[src/rtl/mult_eval_pkg.sv]
// Shared types and widths for the approximate-multiplier evaluation blocks.
package mult_eval_pkg;

    localparam int unsigned OPW = 8;
    localparam int unsigned PW  = 16;

    typedef enum logic [1:0] {
        IDLE  = 2'd0,
        RUN   = 2'd1,
        DRAIN = 2'd2,
        DONE  = 2'd3
    } state_t;

    typedef struct packed {
        logic [OPW-1:0] a;
        logic [OPW-1:0] b;
        logic [PW-1:0]  p;
    } sample_t;

endpackage

[src/rtl/exact_ed8.sv]
// Combinational exact 8x8 unsigned product and its absolute distance to a
// candidate product.
module exact_ed8
    import mult_eval_pkg::*;
(
    input  logic [OPW-1:0] a,
    input  logic [OPW-1:0] b,
    input  logic [PW-1:0]  p,
    output logic [PW-1:0]  ed_c
);

    logic [PW-1:0] exact;

    always_comb begin
        exact = PW'(a) * PW'(b);
        ed_c  = (exact >= p) ? (exact - p) : (p - exact);
    end

endmodule

[src/rtl/mult8_error_accumulator.sv]
// Accumulates error distance statistics of an approximate 8-bit multiplier
// over a programmed number of samples; three-stage pipeline plus run FSM.
module mult8_error_accumulator
    import mult_eval_pkg::*;
#(
    parameter int unsigned CNT_W = 16,
    parameter int unsigned ACC_W = 32
) (
    input  logic             clk,
    input  logic             rst_n,
    input  logic             start,
    input  logic [CNT_W-1:0] num_samples,
    input  logic             in_valid,
    output logic             in_ready,
    input  logic [OPW-1:0]   in_a,
    input  logic [OPW-1:0]   in_b,
    input  logic [PW-1:0]    in_p,
    output logic             busy,
    output logic             done,
    output logic [ACC_W-1:0] sum_ed,
    output logic [PW-1:0]    max_ed,
    output logic [CNT_W-1:0] err_count,
    output logic [CNT_W-1:0] sample_count
);

    state_t           state, state_nx;
    logic [CNT_W-1:0] num_q, num_nx;
    logic [CNT_W-1:0] acc_cnt, acc_cnt_nx;
    logic             in_ready_nx, busy_nx, done_nx;
    logic             clear_c, accept_c, pipe_empty_c;

    sample_t          s1;
    logic             s1_valid;
    logic [PW-1:0]    ed_c;
    logic [PW-1:0]    s2_ed;
    logic             s2_mis, s2_valid;
    logic [ACC_W:0]   sum_wide_c;

    assign accept_c     = in_valid & in_ready;
    assign pipe_empty_c = ~s1_valid & ~s2_valid;

    // Next-state and next-value logic for the run controller.
    always_comb begin
        state_nx   = state;
        num_nx     = num_q;
        acc_cnt_nx = acc_cnt;
        clear_c    = 1'b0;
        case (state)
            IDLE: begin
                if (start) begin
                    state_nx   = RUN;
                    num_nx     = num_samples;
                    acc_cnt_nx = '0;
                    clear_c    = 1'b1;
                end
            end
            RUN: begin
                acc_cnt_nx = acc_cnt + CNT_W'(accept_c);
                if (acc_cnt_nx == num_q) begin
                    state_nx = DRAIN;
                end
            end
            DRAIN: begin
                if (pipe_empty_c) begin
                    state_nx = DONE;
                end
            end
            DONE:    state_nx = IDLE;
            default: state_nx = IDLE;
        endcase
        in_ready_nx = (state_nx == RUN) && (acc_cnt_nx < num_nx);
        busy_nx     = (state_nx == RUN) || (state_nx == DRAIN);
        done_nx     = (state_nx == DONE);
    end

    always_ff @(posedge clk or negedge rst_n) begin
        if (!rst_n) begin
            state    <= IDLE;
            num_q    <= '0;
            acc_cnt  <= '0;
            in_ready <= 1'b0;
            busy     <= 1'b0;
            done     <= 1'b0;
        end else begin
            state    <= state_nx;
            num_q    <= num_nx;
            acc_cnt  <= acc_cnt_nx;
            in_ready <= in_ready_nx;
            busy     <= busy_nx;
            done     <= done_nx;
        end
    end

    // S1: capture accepted sample.
    always_ff @(posedge clk or negedge rst_n) begin
        if (!rst_n) begin
            s1       <= '0;
            s1_valid <= 1'b0;
        end else begin
            s1_valid <= accept_c;
            if (accept_c) begin
                s1 <= '{a: in_a, b: in_b, p: in_p};
            end
        end
    end

    exact_ed8 u_exact_ed8 (
        .a    (s1.a),
        .b    (s1.b),
        .p    (s1.p),
        .ed_c (ed_c)
    );

    // S2: register error distance and mismatch flag.
    always_ff @(posedge clk or negedge rst_n) begin
        if (!rst_n) begin
            s2_ed    <= '0;
            s2_mis   <= 1'b0;
            s2_valid <= 1'b0;
        end else begin
            s2_valid <= s1_valid;
            if (s1_valid) begin
                s2_ed  <= ed_c;
                s2_mis <= (ed_c != '0);
            end
        end
    end

    // One extra bit catches the carry that signals saturation.
    assign sum_wide_c = {1'b0, sum_ed} + (ACC_W+1)'(s2_ed);

    // S3: accumulators, cleared on an accepted start.
    always_ff @(posedge clk or negedge rst_n) begin
        if (!rst_n) begin
            sum_ed       <= '0;
            max_ed       <= '0;
            err_count    <= '0;
            sample_count <= '0;
        end else if (clear_c) begin
            sum_ed       <= '0;
            max_ed       <= '0;
            err_count    <= '0;
            sample_count <= '0;
        end else if (s2_valid) begin
            sum_ed       <= sum_wide_c[ACC_W] ? '1 : sum_wide_c[ACC_W-1:0];
            if (s2_ed > max_ed) begin
                max_ed <= s2_ed;
            end
            err_count    <= err_count + CNT_W'(s2_mis);
            sample_count <= sample_count + CNT_W'(1);
        end
    end

endmodule
[config.mk]
export PLATFORM = sky130hd
export DESIGN_NAME = mult8_error_accumulator
export DESIGN_NICKNAME = d
export VERILOG_FILES = /design/src/rtl/mult_eval_pkg.sv /design/src/rtl/exact_ed8.sv /design/src/rtl/mult8_error_accumulator.sv
export SDC_FILE = /design/constraint.sdc
export NUM_CORES = 1
export LEC_CHECK = 0
export ABC_CLOCK_PERIOD_IN_PS = 18700
export CAP_MARGIN = 20
export CORE_AREA = 10 10 193 141
export DETAILED_ROUTE_END_ITERATION = 8
export DIE_AREA = 0 0 203 151
export GPL_TIMING_DRIVEN = 0
export PLACE_DENSITY_LB_ADDON = 0.05
export RECOVER_POWER = 100
export SYNTH_ARGS = -nofsm -noshare
export SYNTH_HDL_FRONTEND = slang
export SYNTH_SLANG_ARGS = --single-unit
[constraint.sdc]
create_clock -name clk -period 18.7 [get_ports clk]
set_clock_uncertainty 0.05 [all_clocks]
set_input_delay 4.675 -clock clk [delete_from_list [all_inputs] [get_ports clk]]
set_output_delay 4.675 -clock clk [all_outputs]
set_load 0.05 [all_outputs]
==> results of run 1 <==
[metrics by stage]
| step | cells | utilization | hold WS (ps) | area [um^2] |
|---|---|---|---|---|
| 6_report | 1857 | 0.640 | 322 | 14900 |
| 5_1_grt | 1857 | 0.640 | 343 | 14900 |
| 4_1_cts | 1857 | 0.642 | 327 | 15000 |
| 3_5_place_dp | 1828 | 0.620 | 313 | 14500 |
| 3_3_place_gp | 1827 | 0.619 | 303 | 14500 |
| 2_1_floorplan | 1375 | - | 302 | 12700 |
[routing by layer]
metal / vias up / GRT usage / share of wire
met2: 333 / 0.332 / 0.43
met5: - / 0 / 0
met4: 0 / 0.0454 / 0.012
li1: 5084 / - / -
met1: 5041 / 0.320 / 0.49
met3: 34 / 0.0455 / 0.067
[registers in the layout (all words and copies together), names as in the netlist, 2 cells and up]
| signal | count |
|---|---|
| num_q | 16 |
| sum_ed | 32 |
| acc_cnt | 16 |
| max_ed | 16 |
| state | 2 |
| s1 | 32 |
| err_count | 16 |
| sample_count | 16 |
| s2_ed | 16 |
[synth_stat cells (25+ instances only)]
master                       n  area (um^2)
sky130_fd_sc_hd__ha_1      121         1510
sky130_fd_sc_hd__nand3_1    30          150
sky130_fd_sc_hd__a21o_1     26          195
sky130_fd_sc_hd__xnor2_1    50          438
sky130_fd_sc_hd__o21ai_0    88          440
sky130_fd_sc_hd__a31oi_1    25          156
sky130_fd_sc_hd__nand2_1    74          278
sky130_fd_sc_hd__and2_1     61          382
sky130_fd_sc_hd__inv_1     129          484
sky130_fd_sc_hd__and3_1     31          194
sky130_fd_sc_hd__nor2_1    107          402
sky130_fd_sc_hd__dfrtp_1   168         4200
sky130_fd_sc_hd__a21oi_1    66          330
sky130_fd_sc_hd__mux2i_1    37          370
sky130_fd_sc_hd__clkbuf_1   33          124
sky130_fd_sc_hd__xor2_1     38          333
sky130_fd_sc_hd__fa_1       39          781
[final timing paths]
kind	to	slack [ps]	cells after the start
max	num_q[5]	6810	2
min	s2_valid	320	0
max reg2reg	s2_mis	10760	26
min reg2reg	s2_valid	320	0
max in group clk	in_ready	8810	19
min in group asynchronous	err_count[5]	5650	1
[cells by family after synthesis]
logic type | count (synthesis)
AOI/OAI and AO/OA | 312
xor gates and xnor gates | 88
adders and majority gates | 160
buffers and inverters | 182
DFF | 168
muxes | 61
and+or+nand+nor | 404
[cell usage in the layout, fill, tap and decap left out, types with 5 or more instances in the layout]
cell type,netlist,final
sky130_fd_sc_hd__nor2b_1,14,14
sky130_fd_sc_hd__nand3_1,30,30
sky130_fd_sc_hd__clkbuf_16,0,17
sky130_fd_sc_hd__nand4_1,15,15
sky130_fd_sc_hd__ha_1,121,121
sky130_fd_sc_hd__a21oi_1,66,66
sky130_fd_sc_hd__nor2_1,107,107
sky130_fd_sc_hd__and2_1,61,60
sky130_fd_sc_hd__nor3b_1,5,5
sky130_fd_sc_hd__clkdlybuf4s50_1,0,48
sky130_fd_sc_hd__and3_1,31,32
sky130_fd_sc_hd__a21o_1,26,26
sky130_fd_sc_hd__dfrtp_1,168,168
sky130_fd_sc_hd__or3_1,7,7
sky130_fd_sc_hd__o21bai_1,8,8
sky130_fd_sc_hd__clkbuf_1,33,46
sky130_fd_sc_hd__o31ai_1,9,9
sky130_fd_sc_hd__o21a_1,22,22
sky130_fd_sc_hd__fa_1,39,39
sky130_fd_sc_hd__mux2i_1,37,37
sky130_fd_sc_hd__a211oi_1,6,6
sky130_fd_sc_hd__o22ai_1,7,7
sky130_fd_sc_hd__nor3_1,24,24
sky130_fd_sc_hd__buf_2,13,9
sky130_fd_sc_hd__o21ai_0,88,89
sky130_fd_sc_hd__o31a_1,5,5
sky130_fd_sc_hd__inv_1,129,129
sky130_fd_sc_hd__a31oi_1,25,25
sky130_fd_sc_hd__a211o_1,5,5
sky130_fd_sc_hd__xor2_1,38,38
sky130_fd_sc_hd__dlygate4sd3_1,0,85
sky130_fd_sc_hd__mux2_2,23,21
sky130_fd_sc_hd__nand2b_1,8,8
sky130_fd_sc_hd__nand2_1,74,75
sky130_fd_sc_hd__nor4_1,4,5
sky130_fd_sc_hd__and4_1,7,7
sky130_fd_sc_hd__xnor2_1,50,50
[layout make-up]
cell class                 count  area share
multi-input combinational   1025       0.520
tap                          318      0.0266
inverter                     129      0.0324
clock buffer                  22      0.0311
clock inverter                 7     0.00335
buffer                        53      0.0148
timing repair buffer         135      0.0897
sequential                   168       0.282
==> flow_summary.ini, run 1 <==
[drt]
dr.pass1.iters = 5
drt_wirelength_um = 33400
dr_total_vias = 10500
post_drt_via_cell_ratio = 5.65
post-route-drc-count = 0
initialDrtViolationCount = 777
wire_per_inst_um = 18.0
detail-route-antenna-nets = 0

[sta]
postLayoutSetupSlackWorst_ps = 6810
portion_of_the_clock_cycle_consumed_by_the_worst_path_in_the_final_layout = 0.636
fmax_ghz = 0.0841
slew_headroom = -2.22
final-hold-violation-count = 0
number_of_endpoints_failing_setup_at_the_final_stage = 0
grt_setup_unrepaired = no
final.min_clock_period_ps = 11890
fin_setup_tns_ps = 0
fin_max_slew_vios = 171
worst_pin_slew_ps = 4840

[floorplanning]
die_width_um = 203
design.portCount = 135
floorplan.core_area_um2 = 23300
num_rows = 47
initial_util = 0.544
die_area_um2 = 30700
die_y_um = 151

[setup_path]
crit_top_cell = sky130_fd_sc_hd__clkbuf_1
crit_path_start_kind = input port
crit_fanout = 91
crit_type = in2async
arrival_ps = 11230
timing.critical_path.slowest_stage_cell = sky130_fd_sc_hd__clkbuf_1
crit_path_start = rst_n
critical-path-max-stage-delay_ps = 3560
crit-reg2reg-launch = s1[24]
critical_path_required_ps = 18030
cp-end-kind = asynchronous set/reset pin
cp_num_buf_inv = 2
cp_cell_sequence = clkbuf_1 -> clkbuf_1
timing.critical_path.max_delay_family = buffers and inverters

[final_layout]
total_area_of_multi_input_combinational_cells_um2 = 7770
final_layout_size_suffix_gt1_frac = 0.0468
layout-area-overhead-vs-synth_pct = 17.5
inserted_diodes = 0
fill_cells = 1963
final-seq-area_um2 = 4200
final_net_count = 1741

[grt]
grt_antenna_before_repair = 0
grt_usage = 0.220
wire_length_of_the_first_global_routing_pass_um = 54700
number_of_global_route_vias_before_repair = 10300
grt_max_degree = 92
grt_total_ovfl = 0

[clock_network]
cts_tree = done
worst_setup_hold_path_clk_slew_ps = 60
holdBufCountCts = 0
clock_sink_count = 168
clock_root_buffer = sky130_fd_sc_hd__clkbuf_16
cts.repair_timing.setup_buffer_count = 0
clock_tree.buffer_depth = 2
worstSkewPairLatency_ps = 430
cts_htree_levels = 4
post_cts_resized = 0
numCtsBuffers = 17

[placed_design]
post-place-ws_ps = 8850
count_of_buffers_from_port_buffering = 134
dp_hpwl_um = 26200
place.gp.congestion = 0.944

[logic_synthesis]
synth_edf_count = 0
syn-instance-count = 1375
synth.ff_latch_count = 168
synth.yosys.warnings = 0
synth-simple-area-share = 0.164
dominant_combinational_cell_family_by_area_after_synthesis = adder cells
dominantRegCellSynth = sky130_fd_sc_hd__dfrtp_1
synth_compound_area_frac = 0.156
synthesis.nets = 1587
syn_area_um2 = 12700
post_synth_cell_types = 73
synth_sequential_area_ratio = 0.331
synth_adder_area_share = 0.181
synthesis.area_per_instance_um2 = 9.24
synth.area.mux_share = 0.0513
synth-xor-area-share = 0.0606
synthArstFlopShare = 1.00

[min_path]
type_of_the_tightest_min_delay_check = reg2reg
hold_path.startpoint = s1_valid

[run]
timing.max_cap.violations = 2

[outcome]
outcome = finished with violations
violations = max-capacitance violations, max-slew violations
Power of run 1 is left out: the tool's default activity adds up to more than one toggle a clock period on the data nets, which glitch-free logic cannot reach.
==> run 2: changes to the inputs <==
Settings changed: ABC_CLOCK_PERIOD_IN_PS 18700 to 10520, CORE_AREA 10 10 193 141 to 10 10 197 143, DIE_AREA 0 0 203 151 to 0 0 207 153.
Clock period 18.7 ns to 10.52 ns, I/O delays scaled along.
==> flow_summary.ini, run 2 (synthesis gave the netlist of run 1 again) <==
[setup_path]
crit_type = in2reg
critical_path_required_ps = 10780
cp-end-kind = flop
crit-reg2reg-launch = s1[25]
terminus_of_the_critical_flop_to_flop_path = s2_mis
arrival_ps = 8200
crit_fanout = 11
crit_path_start_kind = input port
setup.reg_to_reg.worst_slack_ps = 2670
worst-r2r-cell-count = 25

[run]
timing.max_cap.violations = 2

[clock_network]
clock_sink_count = 168
post_cts_resized = 0
worst_setup_hold_path_clk_slew_ps = 60
numCtsBuffers = 17
clock_tree.buffer_depth = 2
cts_htree_levels = 4
worstSkewPairLatency_ps = 430
holdBufCountCts = 0
cts_tree = done
clock_root_buffer = sky130_fd_sc_hd__clkbuf_16
cts.repair_timing.setup_buffer_count = 0

[drt]
dr_total_vias = 10500
detail-route-antenna-nets = 0
drt_wirelength_um = 33900
initialDrtViolationCount = 766
wire_per_inst_um = 18.2
post-route-drc-count = 0
dr.pass1.iters = 5
post_drt_via_cell_ratio = 5.62

[floorplanning]
die_width_um = 207
design.portCount = 135
initial_util = 0.521
die_y_um = 153
num_rows = 48
floorplan.core_area_um2 = 24400
die_area_um2 = 31700

[min_path]
type_of_the_tightest_min_delay_check = reg2reg
hold_path.startpoint = s1_valid
min_to = s2_valid
holdPathStages = 0

[grt]
grt_max_degree = 97
grt_total_ovfl = 0
grt_usage = 0.211
number_of_global_route_vias_before_repair = 10200
wire_length_of_the_first_global_routing_pass_um = 55400
grt_antenna_before_repair = 0

[sta]
slew_headroom = -1.62
number_of_endpoints_failing_setup_at_the_final_stage = 0
fin_max_slew_vios = 171
grt_setup_unrepaired = no
worst_pin_slew_ps = 3920
portion_of_the_clock_cycle_consumed_by_the_worst_path_in_the_final_layout = 0.755
fmax_ghz = 0.126
final-hold-violation-count = 0
final.min_clock_period_ps = 7940

[final_layout]
final_util = 0.616
final-seq-area_um2 = 4200
layout_top_registers = s1 x32, sum_ed x32
layout.cells.most_common_list = 168 x sky130_fd_sc_hd__dfrtp_1, 129 x sky130_fd_sc_hd__inv_1, 121 x sky130_fd_sc_hd__ha_1
final_common_cell = sky130_fd_sc_hd__dfrtp_1
final-instance-count-excl-fill = 1867
total_area_of_multi_input_combinational_cells_um2 = 7760
fill_cells = 2139
layout-area-overhead-vs-synth_pct = 18.2
inserted_diodes = 0
final_net_count = 1741
final_layout_size_suffix_gt1_frac = 0.0499

[placed_design]
count_of_buffers_from_port_buffering = 134
dp_hpwl_um = 26700
place.gp.congestion = 0.913
dpl.cell_count = 1835

[outcome]
violations = max-capacitance violations, max-slew violations
outcome = finished with violations
==> run 2: cell types whose count changed in the layout (fill, tap and decap cells not counted), sizes merged <==
cell / delta
inv: +1
clkinvlp: -1
clkbuf: +1
bufinv: +2
==> run 2: layer usage <==
metal / part of all wire / global-route usage
met5: 0 / 0
met3: 0.067 / 0.0507
met1: 0.50 / 0.308
met2: 0.43 / 0.311
met4: 0.0063 / 0.0354
==> run 2: through the flow <==
stage	area (um^2)	setup slack, ps	hold slack [ps]	TNS (ps)
floorplan	12700	3980	302	0
global placement	14500	-515	302	-82820
detailed placement	14500	2640	311	0
CTS	15100	3040	324	0
global route	15000	1880	344	0
finish	15000	2580	322	0
==> run 2: worst max-delay path, cell delays in order <==
cell	delay, ps
sky130_fd_sc_hd__dlygate4sd3_1	520
sky130_fd_sc_hd__nand2_1	270
sky130_fd_sc_hd__inv_1	420
sky130_fd_sc_hd__clkbuf_1	470
sky130_fd_sc_hd__ha_1	280
sky130_fd_sc_hd__ha_1	300
sky130_fd_sc_hd__and3_1	230
sky130_fd_sc_hd__and3_1	240
sky130_fd_sc_hd__and3_1	170
sky130_fd_sc_hd__clkbuf_1	280
sky130_fd_sc_hd__and3_1	260
sky130_fd_sc_hd__xnor2_1	180
sky130_fd_sc_hd__o2111ai_1	180
sky130_fd_sc_hd__or4_1	420
sky130_fd_sc_hd__nor4_1	480
sky130_fd_sc_hd__o22ai_1	260
sky130_fd_sc_hd__ha_1	250
sky130_fd_sc_hd__nor3b_1	130
sky130_fd_sc_hd__and3_1	200
==> run 2: how the worst max path moves through the flow <==
stage                         from  endpoint  slack (ps)
after global placement       rst_n    s1[16]        -510
final                     in_valid  in_ready        2580
after floorplan             s1[25]    s2_mis        3980
after CTS                   s1[25]    s2_mis        3040
after detailed placement  in_valid  in_ready        2640
after global routing         rst_n    s1[20]        1880
==> run 2: layout make-up <==
cell class / instances / share of cell area
Tap cell: 325 / 0.0271
Timing Repair Buffer: 135 / 0.0892
Clock buffer: 23 / 0.0325
Clock inverter: 9 / 0.00766
Multi-Input combinational cell: 1025 / 0.517
Sequential cell: 168 / 0.280
Buffer: 53 / 0.0148
Inverter: 129 / 0.0322
Power of run 2 is left out for the same reason.
